<file path="src/rtl/seq_divider.sv">
// Iterative restoring unsigned divider, one quotient bit per clock; done arrives WIDTH+1 cycles after start (cycle 1 on divide-by-zero).
// Backpressure: start is honoured only while busy=0 (IDLE or the DONE cycle); requests during RUN are dropped.
module seq_divider #(
  parameter int WIDTH = 16
) (
  input  logic             clk,
  input  logic             rst,
  input  logic             start,
  input  logic [WIDTH-1:0] dividend,
  input  logic [WIDTH-1:0] divisor,
  output logic             busy,
  output logic             done,
  output logic [WIDTH-1:0] quotient,
  output logic [WIDTH-1:0] remainder,
  output logic             div_by_zero
);

  localparam int CW = $clog2(WIDTH + 1);

  typedef enum logic [1:0] {IDLE, RUN, DONE} state_t;

  state_t           state_q, state_d;
  logic [CW-1:0]    cnt_q, cnt_d;
  logic [WIDTH-1:0] prem_q, prem_d;
  logic [WIDTH-1:0] dvd_q, dvd_d;
  logic [WIDTH-1:0] dvs_q, dvs_d;
  logic [WIDTH-1:0] quot_q, quot_d;
  logic [WIDTH-1:0] rem_q, rem_d;
  logic             dbz_q, dbz_d;

  logic             accept;
  logic             fits;
  logic             last_iter;
  logic [WIDTH:0]   shifted;
  logic [WIDTH:0]   diff;

  always_ff @(posedge clk) begin
    if (rst) begin
      state_q <= IDLE;
      cnt_q   <= '0;
      prem_q  <= '0;
      dvd_q   <= '0;
      dvs_q   <= '0;
      quot_q  <= '0;
      rem_q   <= '0;
      dbz_q   <= 1'b0;
    end else begin
      state_q <= state_d;
      cnt_q   <= cnt_d;
      prem_q  <= prem_d;
      dvd_q   <= dvd_d;
      dvs_q   <= dvs_d;
      quot_q  <= quot_d;
      rem_q   <= rem_d;
      dbz_q   <= dbz_d;
    end
  end

  always_comb begin
    state_d = state_q;
    case (state_q)
      IDLE, DONE: begin
        if (start) state_d = (divisor == '0) ? DONE : RUN;
        else       state_d = IDLE;
      end
      RUN:     if (last_iter) state_d = DONE;
      default: state_d = IDLE;
    endcase
  end

  always_comb begin
    busy = (state_q == RUN);
    done = (state_q == DONE);
  end

  assign accept    = start && (state_q != RUN);
  assign last_iter = (cnt_q == CW'(1));

  // Partial remainder is always < divisor, so in the (WIDTH+1)-bit difference
  // the top bit is set exactly when the trial subtraction went negative.
  assign shifted = {prem_q, dvd_q[WIDTH-1]};
  assign diff    = shifted - {1'b0, dvs_q};
  assign fits    = ~diff[WIDTH];

  always_comb begin
    cnt_d  = cnt_q;
    prem_d = prem_q;
    dvd_d  = dvd_q;
    dvs_d  = dvs_q;
    quot_d = quot_q;
    rem_d  = rem_q;
    dbz_d  = dbz_q;
    if (accept) begin
      if (divisor == '0) begin
        quot_d = '1;
        rem_d  = dividend;
        dbz_d  = 1'b1;
      end else begin
        dvd_d  = dividend;
        dvs_d  = divisor;
        prem_d = '0;
        cnt_d  = CW'(WIDTH);
      end
    end else if (state_q == RUN) begin
      prem_d = fits ? diff[WIDTH-1:0] : shifted[WIDTH-1:0];
      dvd_d  = {dvd_q[WIDTH-2:0], fits};
      cnt_d  = cnt_q - CW'(1);
      if (last_iter) begin
        quot_d = {dvd_q[WIDTH-2:0], fits};
        rem_d  = fits ? diff[WIDTH-1:0] : shifted[WIDTH-1:0];
        dbz_d  = 1'b0;
      end
    end
  end

  assign quotient    = quot_q;
  assign remainder   = rem_q;
  assign div_by_zero = dbz_q;

endmodule

</file>
<file path="config.mk">
export PLATFORM = sky130hd
export DESIGN_NAME = seq_divider
export DESIGN_NICKNAME = d
export VERILOG_FILES = /design/src/rtl/seq_divider.sv
export SDC_FILE = /design/constraint.sdc
export NUM_CORES = 1
export LEC_CHECK = 0
export BUFFER_PORTS_ARGS = -buffer_cell sky130_fd_sc_hd__buf_2
export CORE_AREA = 2 2 83 116
export DETAILED_ROUTE_END_ITERATION = 10
export DIE_AREA = 0 0 85 118
export GPL_ROUTABILITY_DRIVEN = 0
export GPL_TIMING_DRIVEN = 0
export PLACE_DENSITY = 0.8
export SLEW_MARGIN = 20
export SYNTH_ARGS = -nofsm -noshare
export SYNTH_HDL_FRONTEND = slang
export SYNTH_SLANG_ARGS = --single-unit
</file>
<file path="constraint.sdc">
create_clock -name clk -period 4.95 [get_ports clk]
set_clock_uncertainty 0.05 [all_clocks]
set_input_delay 0.99 -clock clk [delete_from_list [all_inputs] [get_ports clk]]
set_output_delay 0.99 -clock clk [all_outputs]
set_load 0.005 [all_outputs]
</file>
==> results of run 1 <==
-- per-stage QoR --
| stage | cell area [um^2] | utilization | power (W) | hold slack (ns) |
|---|---|---|---|---|
| after global routing | 5260 | 0.586 | 0.00275 | 0.435 |
| after detailed placement | 4960 | 0.552 | 0.00190 | 0.400 |
| final | 5260 | 0.586 | 0.00262 | 0.408 |
| after CTS | 5260 | 0.586 | 0.00259 | 0.408 |
| after global placement | 4960 | 0.552 | 0.00187 | 0.395 |
| after floorplan | 4480 | - | 0.00165 | 0.386 |
-- layer usage --
metal  vias up  GRT usage  wire length [um]
met2       207      0.451              6480
met4         0      0.139               607
met3        53     0.0589               753
li1       2174          -                 -
met1      2096      0.257              4660
met5         -          0                 0
-- final timing paths --
kind / to / startpoint / slack, ns
max: prem_q[5] / divisor[3] / 1.76
min: dvs_q[6] / dvs_q[6] / 0.41
max reg2reg: prem_q[11] / dvs_q[0] / 1.84
min reg2reg: dvs_q[6] / dvs_q[6] / 0.41
-- where the power goes --
part           switching, W  total, W  internal, W  leakage (nW)
logic              0.000655   0.00110     0.000445          1.34
registers         0.0000576  0.000831     0.000773         0.718
clock network      0.000281  0.000685     0.000404         0.145
total              0.000994   0.00262      0.00162          2.20
-- cells by family after synthesis --
kind of cell | share of synthesized area
compound gates | 0.212
xor+xnor | 0.0251
fa+ha+maj | 0.0547
buf+inv | 0.0533
flops | 0.393
mux | 0.0304
simple gates | 0.231
-- area by class of cell --
cell class,instances,area share
inverters,24,0.0171
plain buffers,35,0.0283
clock buffers,11,0.0462
clock inverters,5,0.0107
well taps,107,0.0255
flip-flops and latches,88,0.335
repair buffers,68,0.0647
multi-input cells,428,0.472
-- sequential cells by signal, indices dropped and copies added (netlist names) --
register	flops
quotient	16
dvs_q	16
remainder	16
state_q	2
div_by_zero	1
prem_q	16
dvd_q	16
cnt_q	5
-- cells in the final DEF (no fill, tap or decap), drive strengths merged, types with 4 or more instances in the layout --
| cell type | netlist | routed |
|---|---|---|
| xor2 | 7 | 7 |
| ha | 18 | 18 |
| inv | 24 | 24 |
| nor4 | 6 | 6 |
| a31oi | 5 | 5 |
| a21o | 5 | 5 |
| o22ai | 8 | 8 |
| a211oi | 8 | 8 |
| mux2i | 11 | 11 |
| nand2b | 4 | 4 |
| buf | 7 | 75 |
| o211ai | 6 | 6 |
| xnor2 | 5 | 5 |
| o21ai | 25 | 25 |
| a21oi | 49 | 49 |
| nand2 | 99 | 99 |
| dfxtp | 88 | 88 |
| nor2b | 6 | 6 |
| and2 | 5 | 5 |
| a311oi | 20 | 20 |
| nor2 | 79 | 79 |
| nand3 | 7 | 7 |
| nand4 | 4 | 4 |
| clkbuf | 28 | 39 |
| nor3 | 22 | 22 |
-- critical path, cell delays in order --
cell	delay (ns)
buf_2	0.11
nor4_1	0.45
nand4_1	0.44
nand2_1	0.22
nand2_1	0.23
nor2_1	0.68
nand2_1	0.15
o21ai_0	0.13
==> flow_summary.json, run 1 <==
{
  "status": "finished, final reports clean",
  "drive_above_1_share": 0.155,
  "finalSetupViolations": 0,
  "syn-num-nets": 629,
  "seqCellArea_mm2": 0.00176,
  "pin_count": 70,
  "via_per_inst": 5.91,
  "slew_violations": 0,
  "hpwl_um": 9570,
  "worstSkewPairLatency_ns": 0.35,
  "route.detailed.drc": 0,
  "drt_wl_total_um": 12500,
  "hold_class": "register to register",
  "cp_max_fo": 10,
  "ys_seq_area_frac": 0.393,
  "ff2ff_path_depth": 11,
  "n_antenna_cell": 0,
  "synth.distinct_cells": 55,
  "synth_edf_count": 0,
  "rsz0062_at_grt": "no",
  "hold_depth": 2,
  "ant_nets": 0,
  "crit_arrival_ns": 3.40,
  "min_period_ns": 3.19,
  "fin_tns_setup_ns": 0,
  "synth_top_area_share": 0.393,
  "ys_ff_latch": 88,
  "critPathRequiredTime_ns": 5.16,
  "core-area_mm2": 0.00898,
  "antenna_found_initial": 0,
  "cts_resized": 0,
  "max_cap_viol_count": 0,
  "async_flop_share": 0,
  "ctsLongestPathBuffers": 2,
  "grt_max_degree": 15,
  "vias": 4530,
  "cts_root_buf": "clkbuf_16",
  "dr.pass1.iters": 5,
  "start_util": 0.499,
  "nFillCells": 807,
  "dp.cells": 750,
  "tightest_slew_ns": 0.789,
  "track_usage": 0.249,
  "finalHoldViolCount": 0,
  "ctsHoldBuffers": 0,
  "synth.area.top_cells": "dfxtp_1 (39%), nand2_1 (8.3%), nor2_1 (6.6%), a21oi_1 (5.4%), ha_1 (5.0%)",
  "leakage_nw": 2.20,
  "final_nets": 708,
  "portBuffers": 68,
  "cellPowerDensity_mw_per_mm2": 498,
  "place_ws_ns": 1.38,
  "htreeDepth": 3,
  "clkSinkCount": 88,
  "ir_drop_mv": 0.321,
  "synthCells": 575,
  "synth_top_cell_by_area": "dfxtp_1",
  "cts_buffers": 9,
  "grt_pass1_vias": 4280,
  "cts_setup_buffers": 0,
  "relSlewSlack": 0.472,
  "grt_pass1_wl_um": 20000,
  "avgSynthCellArea_um2": 7.80,
  "die_area_mm2": 0.0100,
  "fp.dieH_um": 118,
  "fin_ws_ns": 1.76,
  "stdcell_count": 766,
  "grt-ovfl-total": 0,
  "path_clk_slew_ns": 0.06,
  "ys.warnings.count": 0,
  "syn_area_mm2": 0.00448,
  "finalCritPeriodShare": 0.644,
  "max_freq_mhz": 314,
  "multiInputGateArea_mm2": 0.00248,
  "die_w_um": 85,
  "synthFlopType": "dfxtp_1",
  "cts_tree": "done",
  "num_rows": 41,
  "detail_route.wl_per_cell_um": 16.3,
  "drt_iter0_markers": 278,
  "end_kind": "register",
  "path_class": "input pin to register",
  "yosysMostFrequentCell": "nand2_1",
  "critPathLaunchType": "input pin",
  "areaGrowthSynthToFinish_pct": 17.2,
  "yosys-top-cells-count": "nand2_1 (99), dfxtp_1 (88), nor2_1 (79)"
}
Power figures use the tool's default switching activity.
==> run 2, diff against run 1 <==
==> constraint.sdc (replaced) <==
create_clock -name clk -period 3.2 [get_ports clk]
set_clock_uncertainty 0.05 [all_clocks]
set_input_delay 0.64 -clock clk [delete_from_list [all_inputs] [get_ports clk]]
set_output_delay 0.64 -clock clk [all_outputs]
set_load 0.005 [all_outputs]
==> run 2 against run 1 <==
  * Sequential power is 55% higher
  * Non-clock buffer count unchanged
  * Routed wire length rose by 0.36%
  * Sequential cell count is the same
  * Highest routed layer unchanged
  * Sequential share of layout area is 0.072 points lower
  * Power increased by 56%
==> flow_summary.json, run 2 (synthesis results as in run 1) <==
{
  "place_ws_ns": -0.0185,
  "status": "finished, final reports clean",
  "drive_above_1_share": 0.155,
  "comb_power_share": 0.423,
  "cts_setup_buffers": 0,
  "cts_buffers": 9,
  "finalHoldViolCount": 0,
  "end_kind": "register",
  "portBuffers": 68,
  "track_usage": 0.249,
  "tightest_slew_ns": 0.782,
  "switching_share": 0.380,
  "critPathRequiredTime_ns": 3.37,
  "relSlewSlack": 0.477,
  "grt_max_degree": 15,
  "cp_max_fo": 10,
  "start_util": 0.499,
  "crit_arrival_ns": 3.19,
  "path_class": "register to register",
  "worstSkewPairLatency_ns": 0.35,
  "grt_pass1_wl_um": 20000,
  "cp_slowest_stage_delay_ns": 0.44,
  "pin_count": 70,
  "die_area_mm2": 0.0100,
  "detail_route.wl_per_cell_um": 16.4,
  "via_per_inst": 5.91,
  "die_w_um": 85,
  "drt_iter0_markers": 299,
  "cellPowerDensity_mw_per_mm2": 774,
  "route.detailed.drc": 0,
  "slew_violations": 0,
  "worst_path_max_delay_cell": "fa_1",
  "stdcell_count": 766,
  "final_common_cell": "nand2_1",
  "finalSetupViolations": 0,
  "max_freq_mhz": 330,
  "antenna_found_initial": 0,
  "ir_drop_mv": 0.508,
  "finalCritPeriodShare": 0.946,
  "rsz0062_at_grt": "no",
  "critPathLaunchType": "register",
  "max_cap_viol_count": 0,
  "fin_total_pwr_w": 0.00408,
  "mostFrequentLayoutCells": "nand2_1 (99), dfxtp_1 (88), nor2_1 (79)",
  "final_nets": 708,
  "min_period_ns": 3.03,
  "num_rows": 41,
  "hpwl_um": 9570,
  "cts_root_buf": "clkbuf_16",
  "clkSinkCount": 88,
  "critical_path_buf_inv_count": 2,
  "dp.cells": 750,
  "htreeDepth": 3,
  "ctsHoldBuffers": 0,
  "pwr-share-seq": 0.316,
  "pwr-share-clk": 0.261,
  "vias": 4524,
  "hold_class": "register to register",
  "n_antenna_cell": 0,
  "fin_ws_ns": 0.172,
  "leakage_nw": 2.20,
  "power.internal_w": 0.00253,
  "ctsLongestPathBuffers": 2,
  "dr.pass1.iters": 5,
  "drt_wl_total_um": 12500,
  "path_clk_slew_ns": 0.06,
  "fp.dieH_um": 118,
  "areaGrowthSynthToFinish_pct": 17.5,
  "critical-path-top-delay-family": "compound AO/OA/AOI/OAI gates",
  "core-area_mm2": 0.00898,
  "cts_tree": "done",
  "grt-ovfl-total": 0,
  "ant_nets": 0,
  "grt_pass1_vias": 4280,
  "crit_chain": "ha_1, inv_1, fa_1, a211oi_2, o211ai_2, nand4_1, a31oi_2, xnor2_4, buf_6, mux2i_1, o21ai_0",
  "netSwitchingPower_w": 0.00155
}
## run 2: cell counts in the layout (fill, tap and decap cells not counted)
Identical to the previous run, type by type.
## run 2: metrics by stage
stage                     setup TNS [ns]  hold WS, ns   util  instance area (um^2)
after detailed placement         -0.0185        0.400  0.552                  4960
final                                  0        0.408  0.587                  5270
after CTS                              0        0.408  0.586                  5260
after global routing                   0        0.435  0.587                  5270
after floorplan                        0        0.386      -                  4480
after global placement                 0        0.395  0.552                  4960
## run 2: layout make-up
class / instances / area, um^2
sequential: 88 / 1760
multi-input combinational: 428 / 2490
clock buffer: 11 / 243
buffer: 35 / 149
clock inverter: 5 / 56.3
inverter: 24 / 90.1
fill: 807 / 3710
timing repair buffer: 68 / 340
tap: 107 / 134
## run 2: final timing paths
kind                               start         end  slack [ns]  cells after the start
worst min register to register  dvs_q[6]    dvs_q[6]        0.41                      2
worst max register to register  dvs_q[0]  prem_q[11]        0.17                     11
worst max-delay path            dvs_q[0]  prem_q[11]        0.17                     11
worst min-delay path            dvs_q[6]    dvs_q[6]        0.41                      2
## run 2: layer usage
metal / vias to the layer above / track usage / part of all wire
met3: 55 / 0.0589 / 0.056
met1: 2095 / 0.257 / 0.37
met5: - / 0 / 0
met4: 0 / 0.139 / 0.051
met2: 198 / 0.451 / 0.52
li1: 2176 / - / -
## run 2: tightest hold or removal path, stage by stage (launching register included)
cell and delay [ns]:
dfxtp_1 0.31, nand2_1 0.05, a21oi_1 0.05
## run 2: repair_timing
item	in CTS	in global routing
endpoints found under the setup margin	0	9
endpoints found under the hold margin	0	0
resized for setup	0	1
## run 2: power by group through the flow
stage	combinational, W	clock, W	sequential, W
final	0.00172	0.00107	0.00129
after global routing	0.00187	0.00111	0.00130
after floorplan	0.00128	0	0.00128
after CTS	0.00165	0.00107	0.00128
after detailed placement	0.00164	0	0.00131
after global placement	0.00159	0	0.00130
